<file path="src/rtl/bus_arbiter.sv">
// Two-master (IF, MEM) to one-slave Wishbone-style arbiter with stall requests and flush discard.
// Optional bus watchdog is compiled in with `define BUS_TIMEOUT_EN.
module bus_arbiter #(
  parameter int ADDR_W         = 32,
  parameter int DATA_W         = 32,
  parameter int TIMEOUT_CYCLES = 255
) (
  input  logic                clk,
  input  logic                rst,
  input  logic [5:0]          stall_i,
  input  logic                flush_i,
  input  logic                if_req_i,
  input  logic [ADDR_W-1:0]   if_addr_i,
  output logic [DATA_W-1:0]   if_inst_o,
  output logic                stallreq_if_o,
  input  logic                mem_req_i,
  input  logic                mem_we_i,
  input  logic [DATA_W/8-1:0] mem_sel_i,
  input  logic [ADDR_W-1:0]   mem_addr_i,
  input  logic [DATA_W-1:0]   mem_wdata_i,
  output logic [DATA_W-1:0]   mem_rdata_o,
  output logic                stallreq_mem_o,
  output logic                wb_cyc_o,
  output logic                wb_stb_o,
  output logic                wb_we_o,
  output logic [DATA_W/8-1:0] wb_sel_o,
  output logic [ADDR_W-1:0]   wb_adr_o,
  output logic [DATA_W-1:0]   wb_dat_o,
  input  logic [DATA_W-1:0]   wb_dat_i,
  input  logic                wb_ack_i,
  output logic                bus_err_o
);

  typedef enum logic [2:0] {IDLE, BUSY_MEM, BUSY_IF, DONE_MEM, DONE_IF} state_t;

  state_t state;
  logic   flushed;
  logic   kill;
  logic   busy;
  logic   tmo;

  assign busy = (state == BUSY_MEM) || (state == BUSY_IF);
  // A flush arriving in the same cycle as the ack must also discard the result.
  assign kill = flushed | flush_i;

`ifdef BUS_TIMEOUT_EN
  localparam int CNT_W = $clog2(TIMEOUT_CYCLES + 1);
  logic [CNT_W-1:0] tmo_cnt;

  assign tmo = busy && !wb_ack_i && (tmo_cnt == CNT_W'(TIMEOUT_CYCLES - 1));

  always_ff @(posedge clk) begin
    if (!rst) begin
      tmo_cnt   <= '0;
      bus_err_o <= 1'b0;
    end else begin
      bus_err_o <= tmo;
      if (!busy)          tmo_cnt <= '0;
      else if (!wb_ack_i) tmo_cnt <= tmo_cnt + CNT_W'(1);
    end
  end
`else
  assign tmo       = 1'b0;
  assign bus_err_o = 1'b0;
`endif

  always_ff @(posedge clk) begin
    if (!rst) begin
      state       <= IDLE;
      flushed     <= 1'b0;
      wb_cyc_o    <= 1'b0;
      wb_stb_o    <= 1'b0;
      wb_we_o     <= 1'b0;
      wb_sel_o    <= '0;
      wb_adr_o    <= '0;
      wb_dat_o    <= '0;
      if_inst_o   <= '0;
      mem_rdata_o <= '0;
    end else begin
      case (state)
        IDLE: begin
          flushed <= 1'b0;
          if (!flush_i) begin
            if (mem_req_i) begin
              state    <= BUSY_MEM;
              wb_cyc_o <= 1'b1;
              wb_stb_o <= 1'b1;
              wb_we_o  <= mem_we_i;
              wb_sel_o <= mem_sel_i;
              wb_adr_o <= mem_addr_i;
              wb_dat_o <= mem_wdata_i;
            end else if (if_req_i) begin
              state    <= BUSY_IF;
              wb_cyc_o <= 1'b1;
              wb_stb_o <= 1'b1;
              wb_we_o  <= 1'b0;
              wb_sel_o <= '1;
              wb_adr_o <= if_addr_i;
            end
          end
        end
        BUSY_MEM, BUSY_IF: begin
          if (flush_i) flushed <= 1'b1;
          if (wb_ack_i || tmo) begin
            wb_cyc_o <= 1'b0;
            wb_stb_o <= 1'b0;
            if (kill) begin
              state   <= IDLE;
              flushed <= 1'b0;
            end else if (state == BUSY_IF) begin
              state     <= DONE_IF;
              if_inst_o <= wb_ack_i ? wb_dat_i : '0;
            end else begin
              state <= DONE_MEM;
              // Stores keep the previous load data unless the watchdog fired.
              if (!wb_we_o || !wb_ack_i) mem_rdata_o <= wb_ack_i ? wb_dat_i : '0;
            end
          end
        end
        DONE_MEM: if (!(stall_i[4] && !flush_i)) state <= IDLE;
        DONE_IF:  if (!(stall_i[1] && !flush_i)) state <= IDLE;
        default:  state <= IDLE;
      endcase
    end
  end

  assign stallreq_mem_o = rst && mem_req_i && (state != DONE_MEM);
  assign stallreq_if_o  = rst && if_req_i  && (state != DONE_IF);

endmodule

</file>
<file path="config.mk">
export PLATFORM = sky130hd
export DESIGN_NAME = bus_arbiter
export DESIGN_NICKNAME = d
export VERILOG_FILES = /design/src/rtl/bus_arbiter.sv
export SDC_FILE = /design/constraint.sdc
export NUM_CORES = 1
export LEC_CHECK = 0
export CAP_MARGIN = 20
export CORE_MARGIN = 2
export CORE_UTILIZATION = 40
export DETAILED_ROUTE_END_ITERATION = 8
export PLACE_DENSITY = 0.8
export SETUP_SLACK_MARGIN = 0.02
export SYNTH_ARGS = -nofsm -noshare
export SYNTH_HDL_FRONTEND = slang
export SYNTH_SLANG_ARGS = --single-unit
</file>
<file path="constraint.sdc">
create_clock -name clk -period 2.1 [get_ports clk]
set_input_delay 0.63 -clock clk [delete_from_list [all_inputs] [get_ports clk]]
set_output_delay 0.63 -clock clk [all_outputs]
set_load 0.05 [all_outputs]
</file>
==> results of run 1 <==
==> Yosys cell counts (2+ instances only) <==
cell type / instances
nor2_1: 6
mux2i_1: 34
a22oi_1: 2
a21oi_1: 2
and2_1: 2
nor2b_1: 3
buf_6: 2
a21boi_1: 49
o221a_2: 4
nand2_1: 230
buf_4: 16
nand4b_1: 2
clkbuf_1: 25
buf_2: 11
a21boi_0: 48
dfxtp_1: 138
o211a_1: 34
o21ai_0: 3
==> layer usage <==
layer	global-route usage	vias up	routed length, um
li1	-	2624	-
met1	0.236	2452	6370
met2	0.384	191	8170
met3	0.0739	13	1270
met4	0.0690	0	183
met5	0	-	0
==> cells by family after synthesis <==
| family | count (synthesis) | share of synthesized area |
|---|---|---|
| compound gates | 145 | 0.211 |
| xor+xnor | 1 | 0.00156 |
| buf+inv | 55 | 0.0526 |
| flops | 138 | 0.492 |
| mux | 34 | 0.0606 |
| other cells | 1 | 0.000668 |
| simple gates | 253 | 0.182 |
==> sequential cells by signal (all words and copies together) (netlist names) <==
name,count
if_inst_o,32
mem_rdata_o,32
wb_adr_o,32
wb_dat_o,32
wb_sel_o,4
state,3
flushed,1
wb_stb_o,1
wb_we_o,1
==> metrics by stage <==
| stage | utilization | setup WS, ns | hold WS [ns] | total power [mW] | instance area (um2) |
|---|---|---|---|---|---|
| floorplan | - | 0.0368 | 0.531 | 5.25 | 5640 |
| global placement | 0.610 | -0.129 | 0.442 | 6.34 | 8410 |
| detailed placement | 0.610 | -0.154 | 0.445 | 6.38 | 8410 |
| CTS | 0.657 | 0.0167 | 0.450 | 9.74 | 9050 |
| global route | 0.657 | 0.0201 | 0.468 | 10.1 | 9050 |
| finish | 0.657 | 0.0740 | 0.447 | 9.66 | 9050 |
==> worst max-delay path, delay by kind of cell (launching register included) <==
kind,cells,cell delay [ns]
simple gates,2,0.45
flops,1,0.39
buf+inv,1,0.14
==> worst paths after layout <==
kind / to / cells past startpoint
max: stallreq_mem_o / 3
min: wb_dat_o[21]$_SDFFE_PN0P_ / 2
max reg2reg: wb_adr_o[26]$_SDFFE_PN0P_ / 6
min reg2reg: wb_dat_o[21]$_SDFFE_PN0P_ / 2
==> final cells by class <==
cell class,instances,share of cell area
antenna,1,0.000276
clock buffer,20,0.0504
clock inverter,11,0.0238
inverter,1,0.000415
multi-input combinational,434,0.286
sequential,138,0.306
tap,180,0.0249
timing repair buffer,301,0.309
==> power by group <==
| part | total [mW] | leakage (nW) | internal (mW) | switching (mW) |
|---|---|---|---|---|
| Sequential | 3.14 | 1.13 | 2.96 | 0.181 |
| Combinational | 3.15 | 2.66 | 1.17 | 1.98 |
| Clock | 3.38 | 0.327 | 2.29 | 1.09 |
| Total | 9.66 | 4.11 | 6.41 | 3.25 |
==> flow_summary.ini, run 1 <==
[floorplan]
rows = 43
start_util = 0.408
die_area_um2 = 15000
ios = 283
die_x_um = 123
die_h_um = 123
core_um2 = 13800

[cells_and_area]
multi_input_area_um2 = 2590
instances_no_fill = 1086
drive_above_1_share = 0.192
final_cell_mix = nand2_1 (228), clkdlybuf4s50_1 (137), dfxtp_1 (136)
final_common_cell = nand2_1
seqCellArea_um2 = 2770
fillCellCount = 1160
area_growth_pct = 61.1
layout.nets = 1038

[worst_setup_path]
required_ns = 1.47
crit_path_start_kind = register
critPathMaxFanout = 10
startpoint = state[2]$_SDFFE_PN0P_
criticalPathCategory = reg2out
crit_path_end_kind = output pin
critPathSlowestCell = dfxtp_4
slowest_delay_ns = 0.39
r2r_start = state[0]$_SDFFE_PN0P_
ff2ff_setup_slack_ns = 0.48
path_cells = or2_4 -> and3_4 -> buf_12
arrival_ns = 1.40

[clock_network]
h-tree-depth = 4
postCtsHoldBufs = 0
clk_latency_ns = 0.41
cts.sinks = 138
cts_tree = done
clock-root-buffer = clkbuf_16
clockBufferDepth = 2
cts_buffers = 17
cts_setup_buffers = 0
clkTransAtPathRegs_ns = 0.05
cts_resized = 41

[sta]
maxSlewViolCount = 0
rsz0062_at_grt = no
final.min_clock_period_ns = 2.03
min_period_over_period = 0.965
setup_viol = 0
fmax_ghz = 0.494
fin_setup_tns_ns = 0
skew_ns = 0.00660
hold_viol = 0

[routing]
dr.pass1.iters = 5
first_iter_violations = 300
drc = 0
antenna_left = 0
drt-total-wl_um = 16000
avgViaCountPerCell = 4.86
vias = 5280
wl_per_cell_um = 14.7

[power]
peakVddDrop_v = 0.000579
p_leak_nw = 4.11
power_density_nw_per_um2 = 1070

[job]
maxCapViolCount = 0

[placement]
finalWeightedCongestion = 0.767
post-place-cells = 1054
hpwl_um = 11500
port_buffers = 277

[synthesis]
ys_types = 34
async_reset_ff_frac = 0
synth_area_leaders = dfxtp_1 (49%), nand2_1 (15%), a21boi_1 (6.5%)
yosysWarnings = 0
syn_area_per_cell_um2 = 8.96
synth_area_leader_cell = dfxtp_1
synth_nets = 772
synthDominantCellAreaShare = 0.492
ys_ff_latch = 138
synth_edf_count = 0
seq_area_frac_synth = 0.492
syn-cell-area_um2 = 5620
synth_ff_type = dfxtp_1
synthesis.instances = 627

[global_route]
antenna_found_initial = 0
grt_usage = 0.214
overflow = 0
grt_max_degree = 97
grt_pass1_wl_um = 25000
grt_pass1_vias = 5126

[status]
run_status = complete, no violations

[min_path]
hold_class = reg2reg
min_from = wb_dat_o[21]$_SDFFE_PN0P_
Note: power is estimated with default switching activity, not from simulation.
==> run 2, diff against run 1 <==
--- a/config.mk
+++ b/config.mk
@@ -15,2 +15,3 @@
 export SYNTH_HDL_FRONTEND = slang
 export SYNTH_SLANG_ARGS = --single-unit
+export TNS_END_PERCENT = 50
==> constraint.sdc (replaced) <==
create_clock -name clk -period 2.1 [get_ports clk]
set_input_delay 0.42 -clock clk [delete_from_list [all_inputs] [get_ports clk]]
set_output_delay 0.42 -clock clk [all_outputs]
set_load 0.05 [all_outputs]
==> run 2 against run 1 <==
Final area increased by 0.43%. Non-clock buffer count decreased by 8. Clock skew increased by 0.0012 ns. First-iteration DRC count increased by 19%. Die area unchanged. Largest power group is now combinational logic. Highest routed layer unchanged.
==> flow_summary.ini, run 2 (synthesized netlist as in run 1, its figures left out) <==
[worst_setup_path]
crit_path_end_kind = output pin
arrival_ns = 1.62
crit_path_start_kind = register
path_cells = clkdlybuf4s50_1
slowest_delay_ns = 0.86
ff2ff_setup_slack_ns = 0.40
criticalPathCategory = reg2out
critPathSlowestCell = clkdlybuf4s50_1
cp.buffers_inverters = 1
critical_path.top_delay_family = buffers and inverters
critPathMaxFanout = 2
required_ns = 1.68

[power]
p_leak_nw = 3.66
report.power.total_mw = 8.95
power_density_nw_per_um2 = 985
peakVddDrop_v = 0.000607

[sta]
fmax_ghz = 0.491
min_period_over_period = 0.970
rsz0062_at_grt = no
hold_viol = 0
worst_pin_slew_ns = 0.567
setup_viol = 0
final.min_clock_period_ns = 2.04
maxSlewViolCount = 0
skew_ns = 0.00783
hold_slack_ns = 0.387
slew_headroom = 0.621

[placement]
port_buffers = 277
hpwl_um = 11200
finalWeightedCongestion = 0.798
place_area_um2 = 8590

[cells_and_area]
area_growth_pct = 61.8
layout.nets = 1030
fillCellCount = 1183
n_antenna_cell = 0
multi_input_area_um2 = 2560
final_cell_mix = clkdlybuf4s50_1 (271), nand2_1 (230), dfxtp_1 (138)
seqCellArea_um2 = 2760
drive_above_1_share = 0.0582
final_cell_area_um2 = 9090
final_common_cell = clkdlybuf4s50_1

[status]
run_status = complete, no violations

[routing]
first_iter_violations = 356
dr.pass1.iters = 4
wl_per_cell_um = 14.8
drt-total-wl_um = 15900
avgViaCountPerCell = 4.88
vias = 5245
drc = 0
antenna_left = 0

[clock_network]
clock-root-buffer = clkbuf_16
postCtsHoldBufs = 0
cts_buffers = 17
clk_latency_ns = 0.41
clkTransAtPathRegs_ns = 0.05
cts.sinks = 138
clockBufferDepth = 2
h-tree-depth = 4
cts_setup_buffers = 0
cts_tree = done

[global_route]
antenna_found_initial = 0
grt_pass1_vias = 4888
grt_max_degree = 91
grt_usage = 0.211
grt_pass1_wl_um = 24500
overflow = 0

[floorplan]
start_util = 0.408
rows = 43
ios = 283
die_h_um = 123
die_area_um2 = 15000
die_x_um = 123
core_um2 = 13800

[min_path]
hold_class = in2reg

[job]
maxCapViolCount = 0
## run 2: changes by cell type in the layout (fill, tap and decap cells not counted), sizes merged, moves of 2 or more
cell           delta
bufinv            -6
dlygate4sd2      -34
buf             -109
clkbuf            +5
inv               -2
clkdlybuf4s50   +134
## run 2: final timing paths
check | start | depth (start not counted) | end
min | rst | 2 | wb_stb_o$_SDFFE_PN0P_
min reg2reg | wb_dat_o[28]$_SDFFE_PN0P_ | 2 | wb_dat_o[28]$_SDFFE_PN0P_
max reg2reg | state[0]$_SDFFE_PN0P_ | 6 | wb_adr_o[16]$_SDFFE_PN0P_
max | wb_adr_o[16]$_SDFFE_PN0P_ | 1 | wb_adr_o[16]
## run 2: power breakdown
group | switching (mW) | total, mW | internal [mW]
clock | 1.02 | 2.59 | 1.57
sequential | 0.170 | 3.13 | 2.96
combinational | 1.97 | 3.23 | 1.26
total | 3.17 | 8.95 | 5.79
## run 2: routing by layer
metal	track usage	share of wire	up-vias
met5	0	0	-
met4	0.0963	0.028	0
met3	0.0632	0.070	34
met2	0.360	0.50	191
met1	0.244	0.40	2413
li1	-	-	2607
## run 2: timing repair
item | CTS | global route
gates resized for setup | 1 | 1
hold endpoints to repair | 0 | 0
endpoints found under the setup margin | 1 | 1
## run 2: cell type report
class                      count  area share
multi-input combinational    434       0.282
sequential                   138       0.304
clock inverter                 3     0.00193
clock buffer                  25      0.0534
inverter                       1    0.000413
timing repair buffer         293       0.333
tap                          180      0.0248
## run 2: per-stage QoR
stage               utilization  setup WS (ns)  std cells  setup TNS, ns
finish                    0.660         0.0633       1074              0
detailed placement        0.623        -0.0128       1046        -0.0128
global route              0.660         0.0344       1074              0
floorplan                     -          0.152        627              0
global placement          0.623         0.0314       1046              0
CTS                       0.660         0.0603       1074              0
